==> src/rtl/sram_wb_host_bridge.sv <==
// sram_wb_host_bridge
//   Upstream stage in front of the secure-memory SRAM Wishbone slave wrapper.
//   It decodes a 2 KB byte-addressed window on the Caravel-side bus, registers
//   each hit, and reissues it downstream as one word-addressed Wishbone cycle.
//   Read data and ack (or err) are returned upstream one cycle after the
//   downstream ack. If upstream drops cyc mid-transfer, the downstream cycle
//   still completes, but nothing is returned upstream.
//
//   Optional feature macro: SRAM_BRIDGE_TIMEOUT_EN
//     When defined, a watchdog abandons a BUSY transfer after TIMEOUT_CYC
//     cycles without an ack and reports m_wb_err_o. When it is undefined,
//     m_wb_err_o is tied to 0 and BUSY waits indefinitely.
//
//   Ports
//     wb_clk_i, rst_n             : clock, asynchronous active-low reset
//     m_wb_*                      : upstream (Caravel master side) Wishbone
//     s_wb_*                      : downstream (SRAM wrapper side) Wishbone
//     busy_o                      : high while a transfer is in flight (state != IDLE)
module sram_wb_host_bridge #(
  parameter logic [31:0] BASE_ADDR    = 32'h3000_0000,
  parameter logic [31:0] ADDR_MASK    = 32'hFFFF_F800,
  parameter int          SRAM_ADDR_WD = 9,
  parameter int          SRAM_DATA_WD = 32,
  parameter int          TIMEOUT_CYC  = 16
) (
  input  logic                      wb_clk_i,
  input  logic                      rst_n,
  input  logic                      m_wb_cyc_i,
  input  logic                      m_wb_stb_i,
  input  logic                      m_wb_we_i,
  input  logic [31:0]               m_wb_adr_i,
  input  logic [SRAM_DATA_WD-1:0]   m_wb_dat_i,
  input  logic [SRAM_DATA_WD/8-1:0] m_wb_sel_i,
  output logic [SRAM_DATA_WD-1:0]   m_wb_dat_o,
  output logic                      m_wb_ack_o,
  output logic                      m_wb_err_o,
  output logic                      s_wb_cyc_o,
  output logic                      s_wb_stb_o,
  output logic                      s_wb_we_o,
  output logic [SRAM_ADDR_WD-1:0]   s_wb_adr_o,
  output logic [SRAM_DATA_WD-1:0]   s_wb_dat_o,
  output logic [SRAM_DATA_WD/8-1:0] s_wb_sel_o,
  input  logic [SRAM_DATA_WD-1:0]   s_wb_dat_i,
  input  logic                      s_wb_ack_i,
  output logic                      busy_o
);

  localparam int SEL_WD = SRAM_DATA_WD / 8;

  typedef enum logic [1:0] {
    ST_IDLE = 2'd0,
    ST_BUSY = 2'd1,
    ST_RESP = 2'd2
  } state_t;

  state_t                  state_q,  state_d;
  logic                    s_cyc_q,  s_cyc_d;
  logic                    s_stb_q,  s_stb_d;
  logic                    s_we_q,   s_we_d;
  logic [SRAM_ADDR_WD-1:0] s_adr_q,  s_adr_d;
  logic [SRAM_DATA_WD-1:0] s_dat_q,  s_dat_d;
  logic [SEL_WD-1:0]       s_sel_q,  s_sel_d;
  logic [SRAM_DATA_WD-1:0] m_dat_q,  m_dat_d;
  logic                    m_ack_q,  m_ack_d;
  logic                    abort_q,  abort_d;
  logic                    hit_s;
  logic                    abort_now_s;

`ifdef SRAM_BRIDGE_TIMEOUT_EN
  localparam int TMO_WD = $clog2(TIMEOUT_CYC + 1);
  localparam logic [TMO_WD-1:0] TMO_LAST = TMO_WD'(TIMEOUT_CYC - 1);
  logic [TMO_WD-1:0]       tmo_q, tmo_d;
  logic                    m_err_q, m_err_d;
`endif

  assign hit_s = m_wb_cyc_i & m_wb_stb_i & ((m_wb_adr_i & ADDR_MASK) == BASE_ADDR);

  // Next-state and next-output computation for the transfer FSM.
  always_comb begin
    state_d     = state_q;
    s_cyc_d     = s_cyc_q;
    s_stb_d     = s_stb_q;
    s_we_d      = s_we_q;
    s_adr_d     = s_adr_q;
    s_dat_d     = s_dat_q;
    s_sel_d     = s_sel_q;
    m_dat_d     = m_dat_q;
    m_ack_d     = 1'b0;
    abort_d     = abort_q;
    abort_now_s = abort_q;
`ifdef SRAM_BRIDGE_TIMEOUT_EN
    tmo_d       = tmo_q;
    m_err_d     = 1'b0;
`endif
    case (state_q)
      ST_IDLE: begin
        if (hit_s) begin
          state_d = ST_BUSY;
          s_cyc_d = 1'b1;
          s_stb_d = 1'b1;
          s_we_d  = m_wb_we_i;
          s_adr_d = m_wb_adr_i[SRAM_ADDR_WD+1:2];
          s_dat_d = m_wb_dat_i;
          s_sel_d = m_wb_sel_i;
          abort_d = 1'b0;
`ifdef SRAM_BRIDGE_TIMEOUT_EN
          tmo_d   = {TMO_WD{1'b0}};
`endif
        end else begin
          state_d = ST_IDLE;
        end
      end
      ST_BUSY: begin
        // A cyc drop in the completing cycle must already suppress the response.
        abort_now_s = abort_q | ~m_wb_cyc_i;
        abort_d     = abort_now_s;
        if (s_wb_ack_i) begin
          m_dat_d = s_we_q ? {SRAM_DATA_WD{1'b0}} : s_wb_dat_i;
          s_cyc_d = 1'b0;
          s_stb_d = 1'b0;
          m_ack_d = ~abort_now_s;
          state_d = ST_RESP;
`ifdef SRAM_BRIDGE_TIMEOUT_EN
        end else if (tmo_q == TMO_LAST) begin
          // This cycle is the TIMEOUT_CYC-th BUSY cycle without an ack.
          m_dat_d = {SRAM_DATA_WD{1'b0}};
          s_cyc_d = 1'b0;
          s_stb_d = 1'b0;
          m_err_d = ~abort_now_s;
          state_d = ST_RESP;
        end else begin
          tmo_d   = tmo_q + {{(TMO_WD-1){1'b0}}, 1'b1};
        end
`else
        end else begin
          state_d = ST_BUSY;
        end
`endif
      end
      ST_RESP: begin
        // Whatever the upstream master still presents here is not resampled.
        state_d = ST_IDLE;
      end
      default: begin
        state_d = ST_IDLE;
        s_cyc_d = 1'b0;
        s_stb_d = 1'b0;
      end
    endcase
  end

  // State and output registers, cleared asynchronously by rst_n.
  always_ff @(posedge wb_clk_i or negedge rst_n) begin
    if (!rst_n) begin
      state_q <= ST_IDLE;
      s_cyc_q <= 1'b0;
      s_stb_q <= 1'b0;
      s_we_q  <= 1'b0;
      s_adr_q <= {SRAM_ADDR_WD{1'b0}};
      s_dat_q <= {SRAM_DATA_WD{1'b0}};
      s_sel_q <= {SEL_WD{1'b0}};
      m_dat_q <= {SRAM_DATA_WD{1'b0}};
      m_ack_q <= 1'b0;
      abort_q <= 1'b0;
    end else begin
      state_q <= state_d;
      s_cyc_q <= s_cyc_d;
      s_stb_q <= s_stb_d;
      s_we_q  <= s_we_d;
      s_adr_q <= s_adr_d;
      s_dat_q <= s_dat_d;
      s_sel_q <= s_sel_d;
      m_dat_q <= m_dat_d;
      m_ack_q <= m_ack_d;
      abort_q <= abort_d;
    end
  end

`ifdef SRAM_BRIDGE_TIMEOUT_EN
  // Watchdog counter and error pulse registers.
  always_ff @(posedge wb_clk_i or negedge rst_n) begin
    if (!rst_n) begin
      tmo_q   <= {TMO_WD{1'b0}};
      m_err_q <= 1'b0;
    end else begin
      tmo_q   <= tmo_d;
      m_err_q <= m_err_d;
    end
  end
  assign m_wb_err_o = m_err_q;
`else
  assign m_wb_err_o = 1'b0;
`endif

  assign m_wb_dat_o = m_dat_q;
  assign m_wb_ack_o = m_ack_q;
  assign s_wb_cyc_o = s_cyc_q;
  assign s_wb_stb_o = s_stb_q;
  assign s_wb_we_o  = s_we_q;
  assign s_wb_adr_o = s_adr_q;
  assign s_wb_dat_o = s_dat_q;
  assign s_wb_sel_o = s_sel_q;
  assign busy_o     = (state_q != ST_IDLE);

endmodule
==> config.mk <==
export PLATFORM = sky130hd
export DESIGN_NAME = sram_wb_host_bridge
export DESIGN_NICKNAME = d
export VERILOG_FILES = /design/src/rtl/sram_wb_host_bridge.sv
export SDC_FILE = /design/constraint.sdc
export NUM_CORES = 1
export LEC_CHECK = 0
export ABC_CLOCK_PERIOD_IN_PS = 2900
export CORE_MARGIN = 4
export CORE_UTILIZATION = 41
export CTS_CLUSTER_SIZE = 30
export DETAILED_ROUTE_END_ITERATION = 16
export MAX_ROUTING_LAYER = met4
export PLACE_DENSITY = 0.86
export SLEW_MARGIN = 20
export SYNTH_ARGS = -nofsm -noshare
export SYNTH_HDL_FRONTEND = slang
export SYNTH_SLANG_ARGS = --single-unit
==> constraint.sdc <==
create_clock -name wb_clk_i -period 2.9 [get_ports wb_clk_i]
set_input_delay 0.29 -clock wb_clk_i [delete_from_list [all_inputs] [get_ports wb_clk_i]]
set_output_delay 0.29 -clock wb_clk_i [all_outputs]
set_load 0.02 [all_outputs]
# After elaboration in Yosys (flattened, before gate mapping)
# Index checks and enable logic that the tools add are counted.
totals:
  romBits: 0
  out_inout_bits: 83
  regBits: 83
  n_memories: 0
  inputBits: 106
  latchBits: 0
  word_cells: 38
  ram_bits: 0
classes:
  eq_ne: 5
  magnitude_cmp: 0
  shift: 0
  reduce_logical: 7
  mul: 0
  div: 0
  bitwise: 6
  addsub: 0
  muxes: 11
ops:
  columns: ["operator", "n"]
  rows:
  - ["$mux 32", 1]
  - ["$eq 21x19->1 const B", 1]
  - ["$mux 1", 6]
  - ["$reduce_and 2->1", 3]
  - ["$ne 2x2->1 const B", 2]
  - ["$pmux 2 s2", 1]
  - ["$reduce_bool 2->1", 2]
  - ["$not 1->1", 3]
  - ["$pmux 1 s3", 1]
  - ["$reduce_and 3->1", 1]
  - ["$and 1x1->1", 2]
  - ["$eq 2x1->1 const B", 1]
  - ["$eq 2x2->1 const B", 1]
  - ["$logic_not 2->1", 1]
  - ["$mux 2", 1]
  - ["$pmux 1 s2", 1]
  - ["$or 1x1->1", 1]

# Logic depth before layout (Yosys ltp)
depth:
  ltp_word: 5
  depth_mapped: 6

# Worst setup path before layout
# Ideal clock, no wire load.
synth_path:
  kind: "reg2reg"
  from: "register state_q[0]"
  to: "register s_adr_q[2] (netlist: s_wb_adr_o[2])"
  period_less_slack_ns: 1.749
  setup_slack_ns: 1.151
  required_time_ns: 2.773
  t_arrival_ns: 1.622
  setup_ns: 0.127
  n_path_buf: 2
  path_stages_with_launch: 7
  cell_sequence: "dfrtp_1 or2_1 nand4b_4 nor2_2 buf_6 buf_8 mux2_1"
synth_via:
  elab_chain_cells: 2
synth_lines:
  columns: ["item", "line", "source"]
  rows:
  - ["from (decl)", "56", "state_t state_q, state_d;"]
  - ["from (signal assigned)", "166", "state_q <= state_d;"]
  - ["$logic_not 2->1", "95", "case (state_q)"]
  - ["$reduce_and 2->1 (no line)", null, null]
  - ["to (signal assigned)", "159", "s_adr_q <= {SRAM_ADDR_WD{1'b0}};"]
  - ["to (signal assigned)", "170", "s_adr_q <= s_adr_d;"]
  - ["to (decl)", "60", "logic [SRAM_ADDR_WD-1:0] s_adr_q, s_adr_d;"]
# Every way passes these cells.
# A chain may end at the register's enable or synchronous reset.

# Final worst setup path
layout_path:
  from: "input port m_wb_adr_i[27]"
  to: "register s_adr_q[6] (netlist: s_wb_adr_o[6])"
layout_via:
  elab_chain_cells: 3
layout_lines:
  columns: ["item", "line", "source"]
  rows:
  - ["from (decl)", "31", "input logic [31:0] m_wb_adr_i,"]
  - ["$eq 21x19->1", "76", "assign hit_s = m_wb_cyc_i & m_wb_stb_i & ((m_wb_adr_i & ADDR_MASK) == BASE_ADDR);"]
  - ["$and 1x1->1", "76", null]
  - ["$reduce_and 2->1 (no line)", null, null]
# Every way passes these cells.

==> results.sh <==
export IMPL_r2r_setup_slack_ns=1.01
export IMPL_grt_antenna_before_repair=0
export IMPL_postLayoutCellArea_um2=5497
export IMPL_drt_first_iter_violations=52
export IMPL_grt_first_pass_wirelength_mm=13.77
export IMPL_setup_violations=0
export IMPL_grt_pass1_vias=2803
export IMPL_post_cts_buffers=0
export IMPL_via_count=2606
export IMPL_critPathLaunch="m_wb_adr_i[27]"
export IMPL_crit_arrival_ns=2.17
export IMPL_start_kind="primary input"
export IMPL_hold_viol_final=16
export IMPL_hold_path_class="in2async"
export IMPL_fin_skew_ns=0.01006
export IMPL_ios=189
export IMPL_ff2ff_path_depth=5
export IMPL_initial_utilization=0.4300
export IMPL_tightest_slew_ns=0.9642
export IMPL_r2r_start="state_q[0]"
export IMPL_synth_cell_types=24
export IMPL_drt_total_wl_mm=8.673
export IMPL_globalRouteMet3Util=0.06016
export IMPL_synthCells=265
export IMPL_drc=0
export IMPL_gp_congestion=0.7541
export IMPL_viasPerCell=4.704
export IMPL_tns_ns=0
export IMPL_drive_gt1_frac=0.06858
export IMPL_root_buffer="clkbuf_8"
export IMPL_min_period_ns=1.966
export IMPL_cap_violations=0
export IMPL_port_buffers=185
export IMPL_die_h_um=98.72
export IMPL_clock_path_buffers=2
export IMPL_cts_tree="yes"
export IMPL_antenna_left=0
export IMPL_die_w_um=98.72
export IMPL_reg2reg_to="s_wb_adr_o[6]"
export IMPL_grt_max_degree=84
export IMPL_die_area_um2=9746
export IMPL_cts_hold_buf=0
export IMPL_outcome="finished, violations left"
export IMPL_htreeDepth=3
export IMPL_synth_yosys_seq_area_share=0.6155
export IMPL_power_per_cell_area_nw_per_um2=409.9
export IMPL_synth_top_area_share=0.6155
export IMPL_cts_buffers=9
export IMPL_grt_busiest_layer="met2"
export IMPL_syn_num_nets=371
export IMPL_netlist_area_um2=3374
export IMPL_gr_total_overflow=0
export IMPL_synth_area_leader_cell="dfrtp_1"
export IMPL_critPathCaptureType="flop"
export IMPL_p_leak_uw=0.002561
export IMPL_critPathKind="in2reg"
export IMPL_violations="negative hold slack"
export IMPL_worstPathRequired_ns=3.11
export IMPL_drt_pass1_iterations=4
export IMPL_fmax_ghz=0.5086
export IMPL_crit_path_end="s_wb_adr_o[6]"
export IMPL_slew_violations=0
export IMPL_grtUsageTotal=0.1836
export IMPL_period_share=0.6780
export IMPL_insertion_delay_ns=0.33
export IMPL_core_um2=7848
export IMPL_rsz0062_at_grt="no"
export IMPL_wl_per_cell_um=15.66
export IMPL_rows=32
export IMPL_syn_area_per_cell_um2=12.73
export IMPL_cts_repair_resized=0
export IMPL_area_growth_pct=62.88
export IMPL_clkTransAtPathRegs_ns=0.08
export IMPL_peakVddDrop_uv=296.0
export IMPL_grt_use_met1=0.2064
export IMPL_dp_hpwl_mm=6.792
export IMPL_synth_seq_cells=83
export IMPL_worst_slew_margin_rel=0.3549
export IMPL_grt_util_met2=0.3068
export IMPL_antenna_diode_count=0
export IMPL_dpl_cell_area_um2=5265
export IMPL_layout_nets=553
export IMPL_path_max_fanout=30
export IMPL_cts_num_sinks=83
export IMPL_ys_top_cells_by_area="dfrtp_1 62%, mux2_1 13%, nand2b_1 6.3%"
export IMPL_fin_hold_ws_ns=-0.03799
export IMPL_ys_warn_count=0
cell type report:
class / count / area (um2)
Fill cell: 575 / 2351
Timing Repair Buffer: 188 / 1876
Clock inverter: 4 / 72.57
Clock buffer: 12 / 155.1
Inverter: 1 / 3.754
Tap cell: 102 / 127.6
Multi-Input combinational cell: 164 / 1185
Sequential cell: 83 / 2077
registers in the layout, indices dropped and copies added, names as in the netlist:
name / flops
s_wb_we_o: 1
abort_q: 1
s_wb_dat_o: 32
s_wb_sel_o: 4
s_wb_adr_o: 9
m_wb_ack_o: 1
s_wb_stb_o: 1
state_q: 2
m_wb_dat_o: 32
cells by family (layout without fill, tap and decap cells):
family                 count (synthesis)  after routing  share of synthesized area
other                                  1              1                   0.001111
buffers and inverters                 18            205                    0.03559
AND/OR/NAND/NOR                       81             81                     0.1402
AO/OA/AOI/OAI                         36             36                    0.05414
multiplexers                          46             46                     0.1535
flip-flops                            83             83                     0.6155
cells in the mapped netlist:
master,instances
nor3_1,1
nor4b_1,2
a21o_1,1
or2_1,1
buf_1,1
nand2b_1,34
dfrtp_1,83
nor4_4,2
nand2_1,35
buf_4,3
nand4b_4,1
o21ai_0,35
nand3_1,1
and4bb_1,1
nor2b_1,1
clkbuf_1,9
mux2_2,7
nor2_1,1
buf_6,1
nor2_2,1
conb_1,1
buf_8,3
mux2_1,39
inv_1,1
worst max-delay path, stage by stage:
cell and delay [ns]:
clkdlybuf4s50_1 0.41, nor4b_1 0.32, nand3_1 0.24, nor2_4 0.14, buf_4 0.37, mux2_1 0.38
cells in the final DEF, fill, tap and decap left out, types with 2 or more instances in the layout:
master,instances
buf_4,3
clkdlybuf4s50_1,184
nor4_4,2
nand2_1,34
mux2_1,39
mux2_2,7
nor4b_1,2
nand2b_1,34
clkbuf_8,11
dfrtp_1,83
bufinv_16,2
o21ai_0,35
metrics by stage:
| stage | std cells | hold WS [ns] | power, uW | worst slack, ns | util |
|---|---|---|---|---|---|
| after floorplan | 265 | -0.005591 | 1196 | 1.151 | - |
| after global placement | 538 | 0.4613 | 1358 | 0.6394 | 0.6709 |
| after detailed placement | 538 | 0.4692 | 1361 | 0.5604 | 0.6709 |
| after CTS | 554 | 0.1585 | 2289 | 0.9345 | 0.6999 |
| after global routing | 554 | 0.05697 | 2347 | 0.8198 | 0.7004 |
| final | 554 | -0.03799 | 2253 | 0.9339 | 0.7004 |
worst min-delay path by stage:
stage | from | to | slack (ns) | cells past startpoint
after floorplan | rst_n | abort_q | -0.006 | 0
after global placement | m_wb_dat_o[27] | m_wb_dat_o[27] | 0.46 | 2
after detailed placement | m_wb_dat_o[11] | m_wb_dat_o[11] | 0.47 | 2
after CTS | rst_n | s_wb_dat_o[13] | 0.16 | 1
after global routing | rst_n | s_wb_dat_o[13] | 0.06 | 1
final | rst_n | s_wb_dat_o[7] | -0.04 | 1
per-layer routing:
metal  routed length [um]  share of wire  vias to the layer above
met2                 4303           0.50                      127
met1                 3488           0.40                     1219
met5                    0              0                        -
met3                  732          0.084                       14
li1                     -              -                     1246
met4                  148          0.017                        0
report_power, final:
part | total (uW) | internal, uW | leakage [uW] | switching [uW]
combinational | 179 | 129 | 0.00129 | 50.5
clock | 917 | 531 | 0.000113 | 386
sequential | 1160 | 1160 | 0.00116 | 0.00425
Note: power is estimated with default switching activity, not from simulation.
